<file path="src/rtl/stream_crossbar_switch.sv">
// stream_crossbar_switch: registered S-to-M AXI-Stream crossbar.
// Each source steers beats by s_dest_i. Every output has its own round-robin arbiter that
// locks to one source from a packet's first accepted beat until its last beat is accepted,
// followed by a 2-entry skid slice, so no m_ready_i -> s_ready_o combinational path exists.
// Beats addressed to a non-existent output are accepted and discarded.
//
// Ports
//   clk_i      in   clock, rising edge
//   rst_ni     in   asynchronous active-low reset
//   s_data_i   in   S x T_DATA_WIDTH source data (source s at [s*T_DATA_WIDTH +: T_DATA_WIDTH])
//   s_dest_i   in   S x T_DEST_WIDTH target output index
//   s_last_i   in   S   last beat of packet
//   s_valid_i  in   S   source beat valid
//   s_ready_o  out  S   beat accepted when valid & ready
//   m_data_o   out  M x T_DATA_WIDTH registered output data
//   m_id_o     out  M x T_ID___WIDTH originating source index
//   m_last_o   out  M   last beat of packet
//   m_valid_o  out  M   output beat valid
//   m_ready_i  in   M   sink ready
module stream_crossbar_switch #(
  parameter int unsigned T_DATA_WIDTH = 8,
  parameter int unsigned S_DATA_COUNT = 2,
  parameter int unsigned M_DATA_COUNT = 3,
  parameter int unsigned T_ID___WIDTH = (S_DATA_COUNT > 1) ? $clog2(S_DATA_COUNT) : 1,
  parameter int unsigned T_DEST_WIDTH = (M_DATA_COUNT > 1) ? $clog2(M_DATA_COUNT) : 1
) (
  input  logic                                 clk_i,
  input  logic                                 rst_ni,
  input  logic [S_DATA_COUNT*T_DATA_WIDTH-1:0] s_data_i,
  input  logic [S_DATA_COUNT*T_DEST_WIDTH-1:0] s_dest_i,
  input  logic [S_DATA_COUNT-1:0]              s_last_i,
  input  logic [S_DATA_COUNT-1:0]              s_valid_i,
  output logic [S_DATA_COUNT-1:0]              s_ready_o,
  output logic [M_DATA_COUNT*T_DATA_WIDTH-1:0] m_data_o,
  output logic [M_DATA_COUNT*T_ID___WIDTH-1:0] m_id_o,
  output logic [M_DATA_COUNT-1:0]              m_last_o,
  output logic [M_DATA_COUNT-1:0]              m_valid_o,
  input  logic [M_DATA_COUNT-1:0]              m_ready_i
);

  localparam int unsigned DW = T_DATA_WIDTH;
  localparam int unsigned IW = T_ID___WIDTH;
  localparam int unsigned TW = T_DEST_WIDTH;
  localparam int unsigned S  = S_DATA_COUNT;
  localparam int unsigned M  = M_DATA_COUNT;

  localparam logic StIdle   = 1'b0;
  localparam logic StLocked = 1'b1;

  // Held low through reset and the first cycle after it so s_ready_o is 0 while in reset.
  logic en_q;

  logic [S-1:0]    req [M];
  logic [M-1:0]    gnt_vld;
  logic [IW-1:0]   gnt_id [M];
  logic [DW-1:0]   sel_data [M];
  logic [M-1:0]    sel_last;
  logic [M-1:0]    in_rdy;
  logic [M-1:0]    push;

  logic [M-1:0]    state_q;
  logic [IW-1:0]   lock_q [M];
  logic [IW-1:0]   rr_q [M];

  logic [M-1:0]    main_vld_q;
  logic [DW-1:0]   main_data_q [M];
  logic [IW-1:0]   main_id_q [M];
  logic [M-1:0]    main_last_q;
  logic [M-1:0]    skid_full_q;
  logic [DW-1:0]   skid_data_q [M];
  logic [IW-1:0]   skid_id_q [M];
  logic [M-1:0]    skid_last_q;

  // Request matrix, arbitration and input-side mux per output.
  always_comb begin
    for (int unsigned m = 0; m < M; m++) begin
      for (int unsigned s = 0; s < S; s++) begin
        req[m][s] = s_valid_i[s] && (32'(s_dest_i[s*TW +: TW]) == m);
      end
      gnt_vld[m] = 1'b0;
      gnt_id[m]  = '0;
      if (state_q[m] == StLocked) begin
        gnt_id[m]  = lock_q[m];
        gnt_vld[m] = req[m][lock_q[m]];
      end else begin
        // Scan from farthest to nearest offset after rr_q so the nearest requester wins.
        for (int unsigned i = S; i >= 1; i--) begin
          for (int unsigned s = 0; s < S; s++) begin
            if (req[m][s] && (((32'(rr_q[m]) + i) % S) == s)) begin
              gnt_vld[m] = 1'b1;
              gnt_id[m]  = IW'(s);
            end
          end
        end
      end
      sel_data[m] = '0;
      sel_last[m] = 1'b0;
      for (int unsigned s = 0; s < S; s++) begin
        if (gnt_id[m] == IW'(s)) begin
          sel_data[m] = s_data_i[s*DW +: DW];
          sel_last[m] = s_last_i[s];
        end
      end
      in_rdy[m] = en_q & ~skid_full_q[m];
      push[m]   = gnt_vld[m] & in_rdy[m];
    end
  end

  // Source ready: granted on its destination, or sinking a beat to a non-existent output.
  always_comb begin
    for (int unsigned s = 0; s < S; s++) begin
      s_ready_o[s] = 1'b0;
      if (32'(s_dest_i[s*TW +: TW]) >= M) begin
        s_ready_o[s] = en_q;
      end else begin
        for (int unsigned m = 0; m < M; m++) begin
          if ((32'(s_dest_i[s*TW +: TW]) == m) && gnt_vld[m] && (gnt_id[m] == IW'(s))) begin
            s_ready_o[s] = in_rdy[m];
          end
        end
      end
    end
  end

  // Arbiter state: lock on a non-last accepted beat, release and advance rr on a last beat.
  always_ff @(posedge clk_i or negedge rst_ni) begin
    if (!rst_ni) begin
      en_q <= 1'b0;
      for (int unsigned m = 0; m < M; m++) begin
        state_q[m] <= StIdle;
        lock_q[m]  <= '0;
        rr_q[m]    <= IW'(S - 1);
      end
    end else begin
      en_q <= 1'b1;
      for (int unsigned m = 0; m < M; m++) begin
        if (push[m]) begin
          if (sel_last[m]) begin
            state_q[m] <= StIdle;
            rr_q[m]    <= gnt_id[m];
          end else begin
            state_q[m] <= StLocked;
            lock_q[m]  <= gnt_id[m];
          end
        end
      end
    end
  end

  // Skid slice: the skid register only fills when main is held and a beat still arrives.
  always_ff @(posedge clk_i or negedge rst_ni) begin
    if (!rst_ni) begin
      main_vld_q  <= '0;
      main_last_q <= '0;
      skid_full_q <= '0;
      skid_last_q <= '0;
      for (int unsigned m = 0; m < M; m++) begin
        main_data_q[m] <= '0;
        main_id_q[m]   <= '0;
        skid_data_q[m] <= '0;
        skid_id_q[m]   <= '0;
      end
    end else begin
      for (int unsigned m = 0; m < M; m++) begin
        if (!main_vld_q[m] || m_ready_i[m]) begin
          if (skid_full_q[m]) begin
            main_vld_q[m]  <= 1'b1;
            main_data_q[m] <= skid_data_q[m];
            main_id_q[m]   <= skid_id_q[m];
            main_last_q[m] <= skid_last_q[m];
            skid_full_q[m] <= 1'b0;
          end else begin
            main_vld_q[m] <= push[m];
            if (push[m]) begin
              main_data_q[m] <= sel_data[m];
              main_id_q[m]   <= gnt_id[m];
              main_last_q[m] <= sel_last[m];
            end
          end
        end else if (push[m]) begin
          skid_full_q[m] <= 1'b1;
          skid_data_q[m] <= sel_data[m];
          skid_id_q[m]   <= gnt_id[m];
          skid_last_q[m] <= sel_last[m];
        end
      end
    end
  end

  for (genvar m = 0; m < M; m++) begin : g_out
    assign m_data_o[m*DW +: DW] = main_data_q[m];
    assign m_id_o[m*IW +: IW]   = main_id_q[m];
  end
  assign m_last_o  = main_last_q;
  assign m_valid_o = main_vld_q;

endmodule

</file>
<file path="config.mk">
export PLATFORM = sky130hd
export DESIGN_NAME = stream_crossbar_switch
export DESIGN_NICKNAME = d
export VERILOG_FILES = /design/src/rtl/stream_crossbar_switch.sv
export SDC_FILE = /design/constraint.sdc
export NUM_CORES = 1
export LEC_CHECK = 0
export CORE_MARGIN = 10
export CORE_UTILIZATION = 54
export DETAILED_ROUTE_END_ITERATION = 6
export PLACE_DENSITY = 0.77
export SYNTH_ARGS = -nofsm -noshare
export SYNTH_HDL_FRONTEND = slang
export SYNTH_SLANG_ARGS = --single-unit
</file>
<file path="constraint.sdc">
create_clock -name clk_i -period 2.48 [get_ports clk_i]
set_clock_uncertainty 0.1 [all_clocks]
set_input_delay 0.248 -clock clk_i [delete_from_list [all_inputs] [get_ports clk_i]]
set_output_delay 0.248 -clock clk_i [all_outputs]
set_load 0.03 [all_outputs]
</file>
==> impl_metrics.env <==
export IMPL_rsz0062_at_grt="no"
export IMPL_fillers=595
export IMPL_startpoint_type="flip-flop"
export IMPL_drt_iter0_drc=255
export IMPL_ios=64
export IMPL_antenna_cells=0
export IMPL_p_total_mw=6.03
export IMPL_netlist_instances=423
export IMPL_path_class="reg2out"
export IMPL_r2r_cells=4
export IMPL_row_count=32
export IMPL_syn_nets=452
export IMPL_grt_max_degree=77
export IMPL_max_freq_mhz=451
export IMPL_syn_area_um2=4210
export IMPL_avgSynthCellArea_um2=9.96
export IMPL_drive_above_1_share_pct=13.3
export IMPL_ff_latch_area_um2=1910
export IMPL_numPortBuffers=63
export IMPL_timing_final_crit_share_pct=89.4
export IMPL_critical_path_required_ns=2.13
export IMPL_power_density_nw_per_um2=1140
export IMPL_core_area_um2=7650
export IMPL_first_global_vias=3886
export IMPL_drt_first_pass_iters=5
export IMPL_drc_errors=0
export IMPL_fin_setup_tns_ns=0
export IMPL_viasPerCell=6.48
export IMPL_post_cts_buffers=0
export IMPL_worstMarginPinSlew_ns=0.959
export IMPL_p_leak_nw=2.20
export IMPL_cts_sinks=76
export IMPL_synth_ff_latch_count=76
export IMPL_final_hold_viol_count=0
export IMPL_die_area_um2=11700
export IMPL_drt_wl_total_mm=12.2
export IMPL_insertion_delay_ns=0.36
export IMPL_async_flop_share_pct=100
export IMPL_die_h_um=108
export IMPL_ir_drop_v=0.000696
export IMPL_hp_class="reg2reg"
export IMPL_htree_levels=3
export IMPL_antenna_found_initial=0
export IMPL_synth_top_area_share_pct=43.4
export IMPL_synth_most_common_cell="dfrtp_1"
export IMPL_synth_edff_count=0
export IMPL_relSlewSlack_pct=36.1
export IMPL_yosysUniqueCellTypes=52
export IMPL_fin_nets=521
export IMPL_synthTopCellsByArea="dfrtp_1 43%, mux2i_1 8.1%, a21oi_1 4.4%"
export IMPL_gp_congestion=0.879
export IMPL_drv_slew=0
export IMPL_setup_viol=0
export IMPL_dieWidth_um=108
export IMPL_crit_fanout=6
export IMPL_root_buffer="clkbuf_8"
export IMPL_cts_tree="built"
export IMPL_ys_warnings_count=0
export IMPL_cts_reportedPaths_clkPinSlew_ns=0.09
export IMPL_cts_buffers=9
export IMPL_synth_top_area_cell="dfrtp_1"
export IMPL_ys_flop_type="dfrtp_1"
export IMPL_worstPathArrival_ns=1.87
export IMPL_fin_crit_ns=2.22
export IMPL_status="finished clean"
export IMPL_cap_violations=0
export IMPL_ant_nets=0
export IMPL_seq_area_frac_synth_pct=45.2
export IMPL_grtUsageTotal_pct=21.1
export IMPL_multiInputGateArea_um2=2110
export IMPL_cts_max_path_buffers=2
export IMPL_cp_end_kind="output port"
export IMPL_syn2layout_area_growth_pct=26.0
export IMPL_initial_core_util_pct=55.1
export IMPL_dp_hpwl_mm=8.48
export IMPL_synth_common_cells="73 x dfrtp_1, 37 x a21oi_1, 34 x mux2i_1"
export IMPL_holdPathStages=1
export IMPL_grt_pass1_wl_mm=20.0
export IMPL_routedWlPerCell_um=20.4
export IMPL_dr_total_vias=3879
export IMPL_overflow=0
-- area by class of cell --
| type | instances | area share [%] |
|---|---|---|
| tap | 102 | 2.40 |
| sequential | 76 | 35.9 |
| inverter | 13 | 0.919 |
| clock inverter | 6 | 2.24 |
| clock buffer | 10 | 2.59 |
| timing repair buffer | 89 | 16.2 |
| multi-input combinational | 303 | 39.7 |
-- cells by family after synthesis --
family                 count (synthesis)  synth area share, %
AOI/OAI and AO/OA                    139                 22.8
other                                  1               0.0890
and+or+nand+nor                      125                 18.0
buffers and inverters                 44                 4.72
DFF                                   76                 45.2
muxes                                 38                 9.15
-- metal layers --
layer,vias to the layer above,global-route usage (%),share of wire [%]
met1,1921,27.6,41
met4,0,7.53,1.9
met2,186,33.7,49
li1,1749,-,-
met3,23,4.52,8.2
met5,-,0,0
-- critical path, stage by stage, from the launching register on --
cell and delay, ns:
dfrtp_1 0.43, nand2b_1 0.25, nand4b_1 0.14, a41oi_1 0.12
o21ai_0 0.16, dlygate4sd2_1 0.42
-- worst paths after layout --
path | end | from | slack [ns]
max | s_ready_o[0] | lock_q[0]$_DFFE_PN0P_ | 0.26
min | skid_id_q[2]$_DFFE_PN0P_ | skid_id_q[2]$_DFFE_PN0P_ | 0.41
max reg2reg | skid_data_q[10]$_DFFE_PN0P_ | lock_q[1]$_DFFE_PN0P_ | 0.47
min reg2reg | skid_id_q[2]$_DFFE_PN0P_ | skid_id_q[2]$_DFFE_PN0P_ | 0.41
max in group asynchronous | en_q$_DFF_PN0_ | rst_ni | 1.11
min in group asynchronous | m_data_o[21]$_DFFE_PN0P_ | rst_ni | 0.48
-- sequential cells by signal (all words and copies together), names as in the netlist --
name	count
m_id_o	3
rr_q	3
m_data_o	24
en_q	1
skid_full_q	3
state_q	3
lock_q	3
m_valid_o	3
skid_last_q	3
m_last_o	3
skid_data_q	24
skid_id_q	3
-- report_power, final --
part	internal (mW)	total, mW	leakage (nW)	switching [mW]
sequential	1.76	2.12	0.901	0.367
combinational	1.19	2.70	1.17	1.51
clock	0.708	1.21	0.129	0.502
total	3.66	6.03	2.20	2.38
-- layout by cell type (no fill, tap or decap), drive strengths merged, types with 5 or more instances in the layout --
master	instances
a32oi	5
o211ai	10
nor3	27
nand2b	10
o21ai	22
a211oi	18
nand3	24
inv	15
nand3b	12
a31oi	25
and3	9
nor2	10
nor2b	8
clkdlybuf4s50	60
a21oi	37
nand2	7
buf	27
dfrtp	73
mux2i	34
clkbuf	10
-- stage by stage --
step                      instance area, µm²  hold WS (ns)  util (%)  setup slack (ns)  instances
after floorplan                         4210        -0.148         -             0.599        423
after global placement                  5040         0.359      65.9             0.109        582
after detailed placement                5040         0.356      65.9           0.00170        582
after CTS                               5310         0.406      69.4             0.252        599
after global routing                    5310         0.432      69.4             0.130        599
final                                   5310         0.415      69.4             0.263        599
-- timing repair --
item,CTS,global route
hold endpoints to repair,73,0
hold buffers,1,0
gates resized for setup,2,0
setup endpoints to repair,1,0
Note: power is estimated with default switching activity, not from simulation.
